$ cat src/rtl/reg4_share_arbiter.sv
// Round-robin arbiter sharing one WIDTH-bit load/clear/set register among N_REQ requesters.
// Latency: grant 1 cycle after req; owner's op lands on q at each granted edge. Locked bursts capped at MAX_BURST.
module reg4_share_arbiter #(
    parameter int N_REQ     = 3,
    parameter int WIDTH     = 4,
    parameter int MAX_BURST = 4
) (
    input  logic                   clk,
    input  logic                   reset,
    input  logic [N_REQ-1:0]       req,
    input  logic [N_REQ-1:0]       lock,
    input  logic [2*N_REQ-1:0]     op,
    input  logic [WIDTH*N_REQ-1:0] din,
    output logic [N_REQ-1:0]       gnt,
    output logic [2:0]             owner,
    output logic                   busy,
    output logic [WIDTH-1:0]       q
);

    typedef enum logic {IDLE, OWNED} state_t;

    localparam logic [N_REQ-1:0] ONE = N_REQ'(1);

    state_t           state;
    logic [2:0]       rr_ptr;
    logic [3:0]       burst_cnt;
    logic [2:0]       nxt_ptr;
    logic [2:0]       arb_ptr;
    logic [2:0]       win;
    logic             found;
    logic             own_req;
    logic             own_lock;
    logic [1:0]       own_op;
    logic [WIDTH-1:0] own_din;

    always_comb begin
        own_req  = 1'b0;
        own_lock = 1'b0;
        own_op   = 2'b00;
        own_din  = '0;
        for (int i = 0; i < N_REQ; i++) begin
            if (owner == 3'(i)) begin
                own_req  = req[i];
                own_lock = lock[i];
                own_op   = op[2*i +: 2];
                own_din  = din[WIDTH*i +: WIDTH];
            end
        end
    end

    assign nxt_ptr = (owner == 3'(N_REQ-1)) ? 3'd0 : owner + 3'd1;
    // On release the pointer update and arbitration share the same edge.
    assign arb_ptr = (state == OWNED) ? nxt_ptr : rr_ptr;

    // First pass covers [arb_ptr, N_REQ); second pass wraps to the low indices.
    always_comb begin
        found = 1'b0;
        win   = 3'd0;
        for (int i = 0; i < N_REQ; i++) begin
            if (!found && req[i] && (3'(i) >= arb_ptr)) begin
                found = 1'b1;
                win   = 3'(i);
            end
        end
        for (int i = 0; i < N_REQ; i++) begin
            if (!found && req[i]) begin
                found = 1'b1;
                win   = 3'(i);
            end
        end
    end

    always_ff @(posedge clk or negedge reset) begin
        if (!reset) begin
            state     <= IDLE;
            gnt       <= '0;
            owner     <= 3'd0;
            busy      <= 1'b0;
            q         <= '0;
            rr_ptr    <= 3'd0;
            burst_cnt <= 4'd0;
        end else begin
            case (state)
                IDLE: begin
                    if (found) begin
                        state     <= OWNED;
                        gnt       <= ONE << win;
                        owner     <= win;
                        busy      <= 1'b1;
                        burst_cnt <= 4'd1;
                    end
                end
                OWNED: begin
                    if (own_req) begin
                        case (own_op)
                            2'b01:   q <= own_din;
                            2'b10:   q <= '0;
                            2'b11:   q <= '1;
                            default: q <= q;
                        endcase
                    end
                    if (own_req && own_lock && (burst_cnt < 4'(MAX_BURST))) begin
                        burst_cnt <= burst_cnt + 4'd1;
                    end else begin
                        rr_ptr <= nxt_ptr;
                        if (found) begin
                            gnt       <= ONE << win;
                            owner     <= win;
                            burst_cnt <= 4'd1;
                        end else begin
                            state     <= IDLE;
                            gnt       <= '0;
                            busy      <= 1'b0;
                            burst_cnt <= 4'd0;
                        end
                    end
                end
                default: state <= IDLE;
            endcase
        end
    end

endmodule

$ cat config.mk
export PLATFORM = sky130hd
export DESIGN_NAME = reg4_share_arbiter
export DESIGN_NICKNAME = d
export VERILOG_FILES = /design/src/rtl/reg4_share_arbiter.sv
export SDC_FILE = /design/constraint.sdc
export NUM_CORES = 1
export LEC_CHECK = 0
export ABC_AREA = 1
export CAP_MARGIN = 25
export CELL_PAD_IN_SITES_DETAIL_PLACEMENT = 1
export CELL_PAD_IN_SITES_GLOBAL_PLACEMENT = 2
export CORE_AREA = 2 2 62 64
export DETAILED_ROUTE_END_ITERATION = 8
export DIE_AREA = 0 0 64 66
export DONT_BUFFER_PORTS = 1
export PLACE_DENSITY = 0.75
export SLEW_MARGIN = 20
export SYNTH_ARGS = -nofsm -noshare
export SYNTH_HDL_FRONTEND = slang
export SYNTH_SLANG_ARGS = --single-unit
$ cat constraint.sdc
create_clock -name clk -period 2.1 [get_ports clk]
set_input_delay 0.42 -clock clk [delete_from_list [all_inputs] [get_ports clk]]
set_output_delay 0.42 -clock clk [all_outputs]
set_load 0.02 [all_outputs]
# Word-level counts from Yosys, hierarchy flattened
# Cells that the tools add are included.
# totals
reg_bits,19
latch_bits,0
ramBits,0
mem_bits_ro,0
output_inout_bits,11
memories,0
# op_classes
add_sub_neg,2
mul,0
n_div,0
magnitude_cmp,4
n_eq_ne,8
shifts,1
muxes,44
bitwise,2
reduce_logical,21
# op_table
cell,n
$mux W3,11
$mux W4,5
$mux W1,19
$pmux W3 S2,2
$pmux W4 S3,1
$logic_and A1 B1 Y1,10
$pmux W4 S2,1
$ge A1 B3 Y1 const A,2
$mux W2,3
$ne A2 B2 Y1 const B,3
$reduce_and A3 Y1,2
$logic_not A1 Y1,5
$add A4 B1 Y4 const B,1
$eq A2 B2 Y1 const B,2
$lt A4 B3 Y1 const B,1
$pmux W1 S2,2
$reduce_and A2 Y1,2
$add A3 B1 Y3 const B,1
$eq A3 B1 Y1 const B,1
$eq A3 B2 Y1 const B,1
$ge A2 B3 Y1 const A,1
$logic_not A3 Y1,1
$reduce_bool A3 Y1,1
$shl A1 B3 Y3 const A,1
2 further kinds,3

# Depth between registers and ports, before layout
# logic_depth
word_depth,27
ltp_mapped,12

# Least setup slack after synthesis
# OpenSTA, ideal clock, no wires.
# synth_path
kind,reg2reg
start,reg owner[1]
end,reg busy
setup_ns,0.129
arrival_ns,1.656
required_time_ns,1.971
path_slack_ns,0.315
stages_incl_launch_ff,12
synth_period_minus_slack_ns,1.785
cell_sequence,dfrtp_1 inv_2 nand3_1 nand2_1 nor2_2 nand2_2 nand4_2 inv_1 ha_1 inv_1 o21ai_0 o21ai_0
# synth_between
elab_chain_cells,25
word_cells_on_any_way,40
cone_classes,1 x add/sub; 3 x order compare; 5 x eq/ne; 14 x mux; 17 x reduce/logical
# synth_lines
element,line_no,rtl
"start, declared",15,"output logic [2:0] owner,"
"start signal, assigned",88,owner <= win;
"start signal, assigned",108,owner <= win;
$add A3 B1 Y3 or $eq A3 B2 Y1 (tied branches),"51, 42",
$mux W3,51,assign nxt_ptr = (owner == 3'(N_REQ-1)) ? 3'd0 : owner + 3'd1;
$mux W3,53,assign arb_ptr = (state == OWNED) ? nxt_ptr : rr_ptr;
$ge A1 B3 Y1,60,if (!found && req[i] && (3'(i) >= arb_ptr)) begin
$logic_and A1 B1 Y1,60,
$mux W1,60,
$logic_not A1 Y1,60,
$logic_and A1 B1 Y1 (2 in a row),60,
(+8 left out),--,
$logic_not A1 Y1,66,if (!found && req[i]) begin
$logic_and A1 B1 Y1,66,
$mux W1,66,
$logic_not A1 Y1,66,
$logic_and A1 B1 Y1,66,
$mux W1,66,
$ne A2 B2 Y1 (no source line),--,
$reduce_and A3 Y1 (no source line) *,--,
"end signal, assigned",78,busy <= 1'b0;
"end signal, assigned",89,busy <= 1'b1;
"end signal, assigned",113,busy <= 1'b0;
"end, declared",16,"output logic busy,"
# Every way passes the cells marked *; elsewhere a longest branch is shown, timed or not.
# A chain may end at the register's enable or synchronous reset.

# Worst setup path in the final report
# layout_path
start,reg state
end,reg busy
# layout_between
elab_chain_cells,23
word_cells_on_any_way,29
cone_classes,3 x order compare; 3 x eq/ne; 8 x mux; 1 x bitwise; 14 x reduce/logical
# layout_lines
element,line_no,rtl
"start, declared",24,state_t state;
"start signal, assigned",75,state <= IDLE;
"start signal, assigned",86,state <= OWNED;
"start signal, assigned",111,state <= IDLE;
$mux W3,53,
$ge A1 B3 Y1,60,
$logic_and A1 B1 Y1,60,
$mux W1,60,
$logic_not A1 Y1,60,
$logic_and A1 B1 Y1 (2 in a row),60,
$mux W1,60,
$logic_not A1 Y1,60,
(+6 left out),--,
$logic_not A1 Y1,66,
$logic_and A1 B1 Y1,66,
$mux W1,66,
$logic_not A1 Y1,66,
$logic_and A1 B1 Y1,66,
$mux W1,66,
$ne A2 B2 Y1 (no source line),--,
$reduce_and A3 Y1 (no source line),--,
# Several ways; a longest one is shown, not always the timed one.

==> results.ini <==
[status]
status=complete, no violations

[placed_design]
hpwl_mm=2.329
place_inst=205
port_buffers=0
place_area_um2=1202
gp_congestion=0.7869

[routing]
viasPerCell=4.839
drt-initial-drc-count=33
remaining_drc_errors=0
ant_nets=0
postRouteWirelength_mm=2.897
dr.pass1.iters=4
wire_per_inst_um=13.73
vias=1021

[clock_tree]
clockBufferDepth=2
cts_root_buf=clkbuf_4
cts_tree=built
clk_pin_slew_ns=0.11
clk_latency_ns=0.31
clock_sinks=18
numCtsBuffers=3
h-tree-depth=1

[finish]
final_layout_size_suffix_gt1_share_pct=18.40
fin_area_um2=1259
insertedDiodeCount=0
finalNonFillerCells=211
nets=192
area_growth_pct=10.19

[global_route]
grt_pass1_vias=1065
gr-usage-all-layers_pct=15.83
grt_pass1_wl_mm=5.099
grt_max_degree=19
antenna_found_initial=0
gr-total-overflow=0

[pwr]
power_frac_comb_pct=49.6
peakVddDrop_mv=0.4915
p_sw_share_pct=49.91
p_seq_share_pct=37.7
p_sw_uw=900.3
clkPwrFrac_pct=12.7
p_per_area_nw_per_um2=1433
intPower_uw=903.6
p_leak_uw=0.0006732

[setup_path]
slowest_delay_ns=0.50
cp-start-kind=flip-flop
cp-end-kind=flip-flop
required_ns=2.29
path_cells=nand3_1, nand2_1, nor2_2, nand2_2, nand4_2, inv_1, ha_1, inv_1, o21ai_0, o21ai_0
critPathMaxFanout=8
crit_path_top_delay_cell=dfrtp_2
critPathTopFamily=simple AND/OR/NAND/NOR gates
critPathKind=reg2reg
rrSetupSlack_ns=0.26
worst-path-buf-inv=2
worstPathArrival_ns=2.03

[sta]
finalSetupTns_ns=0
post-route-period-util_pct=87.46
fin_crit_ns=1.837
grt_setup_unrepaired=false
tightest_slew_ns=0.8376
finalSetupViolCount=0
maxSlewHeadroom_pct=43.98
fmax_ghz=0.5445
fin_worst_skew_ns=0.004413
finalHoldViolations=0
slew_viol_final=0

[floorplanning]
ios=37
die_x_um=64
fp.dieH_um=66
die-area_um2=4224
coreArea_um2=3551
placementRows=22
initial_core_util_pct=32.17

[synth]
synth-edff-count=0
synth.area.mux_share_pct=0
synth-adder-area-share_pct=2.191
synth_seq_area_share_pct=39.43
yosysMostFrequentCell=nand2_1
yosys.area_share.simple_pct=38.77
ys.flop_type=dfrtp_1
ys_top_cells_by_count=nand2_1 (57), dfrtp_1 (18), inv_1 (16), nor2_1 (11), o21ai_0 (10)
yosys-top-cells-area=dfrtp_1 (39%), nand2_1 (19%), inv_1 (5.3%)
syn_inst=157
synthArstFlopShare_pct=100.0
synth_fp_nets=185
yosys.area.top_type=dfrtp_1
netlist.area_leader.share_pct=39.43
synth_seq_cells=18
synth_top_family_by_area=simple AND/OR/NAND/NOR gates
synth_cell_type_count=22
syn_area_per_cell_um2=7.276
synth_warnings=0
synth_compound_area_share_pct=11.06
synthXorXnorAreaFrac_pct=0
synth_area_um2=1142

[min_path]
hp-class=in2reg

[flow_run]
maxCapViolCount=0

routing by layer:
metal / routed length [um] / GRT usage (%)
met1: 1281 / 19.68
met2: 1464 / 27.34
met3: 117 / 2.385
met4: 34 / 6.522
met5: 0 / 0
cells by family (layout without fill, tap and decap cells):
| logic type | after synthesis | in the layout |
|---|---|---|
| AO/OA/AOI/OAI | 21 | 21 |
| flip-flops | 18 | 18 |
| buffers and inverters | 23 | 29 |
| adder cells (fa/ha/maj) | 2 | 2 |
| AND/OR/NAND/NOR | 92 | 92 |
| other | 1 | 1 |
power groups by stage:
stage / registers, uW / clock network (uW) / logic [uW]
after floorplan: 672 / 0 / 681
after global placement: 677 / 0 / 867
after detailed placement: 686 / 0 / 881
after CTS: 679 / 237 / 897
after global routing: 697 / 258 / 1050
final: 679 / 229 / 895
sequential cells by signal (all words and copies together), names as in the netlist:
signal / count
owner: 2
q: 4
burst_cnt: 4
rr_ptr: 3
gnt: 3
busy: 1
state: 1
worst paths after layout:
kind / from / endpoint / depth (start not counted)
max in group asynchronous: reset / owner[1]$_DFFE_PN0P_ / 1
worst min-delay path: req[2] / gnt[0]$_DFFE_PN0P_ / 3
worst max-delay path: state$_DFF_PN0_ / busy$_DFFE_PN0P_ / 10
min in group asynchronous: reset / q[0]$_DFFE_PN0P_ / 1
worst min register to register: rr_ptr[2]$_DFFE_PN0P_ / rr_ptr[2]$_DFFE_PN0P_ / 2
worst max register to register: state$_DFF_PN0_ / busy$_DFFE_PN0P_ / 10
final cells by class:
class                           count  area [um^2]
Timing Repair Buffer                4        32.53
Fill cell                         451         2292
Multi-Input combinational cell    116        598.1
Inverter                           21        78.83
Sequential cell                    18        452.9
Clock buffer                        4        36.28
Tap cell                           48        60.06
worst register-to-register path: stages (launching register included):
cell and delay [ns]:
dfrtp_2 0.50, nand3_1 0.14, nand2_1 0.13, nor2_2 0.16
nand2_2 0.09, nand4_2 0.12, inv_1 0.06, ha_1 0.26
inv_1 0.04, o21ai_0 0.13, o21ai_0 0.09
cell usage in the layout (no fill, tap or decap):
master	netlist	final
dfrtp_2	0	2
nand3_2	3	3
nand2_2	3	3
o21ai_1	2	2
nor2_1	11	11
o21ai_0	10	10
a22o_1	4	4
conb_1	1	1
o21ai_2	1	1
a21oi_1	3	3
inv_2	5	6
clkbuf_8	0	1
nor2_4	4	4
nor2_2	1	1
o211ai_1	1	1
nand2_1	57	57
nand4_2	2	2
inv_1	16	15
buf_4	2	3
ha_1	2	2
dlygate4sd3_1	0	1
nand4_1	2	2
clkbuf_4	0	3
dfrtp_1	18	16
nor3_2	1	1
nand3_1	8	8
per-stage QoR:
stage | hold WS [ns] | power, uW | setup WS, ns | util [%]
2_1_floorplan | 0.1244 | 1353 | 0.3151 | -
3_3_place_gp | 0.1248 | 1544 | 0.1346 | 33.86
3_5_place_dp | 0.1248 | 1568 | 0.09988 | 33.86
4_1_cts | 0.2587 | 1813 | 0.07800 | 35.17
5_1_grt | 0.2952 | 2005 | 0.02215 | 35.45
6_report | 0.2707 | 1804 | 0.2633 | 35.45
what timing repair did:
item / in CTS / in global routing
hold buffers: 1 / 0
endpoints found under the hold margin: 18 / 0
resized for setup: 0 / 3
setup buffers: 0 / 1
endpoints found under the setup margin: 0 / 4
(Power assumes the default switching activity.)
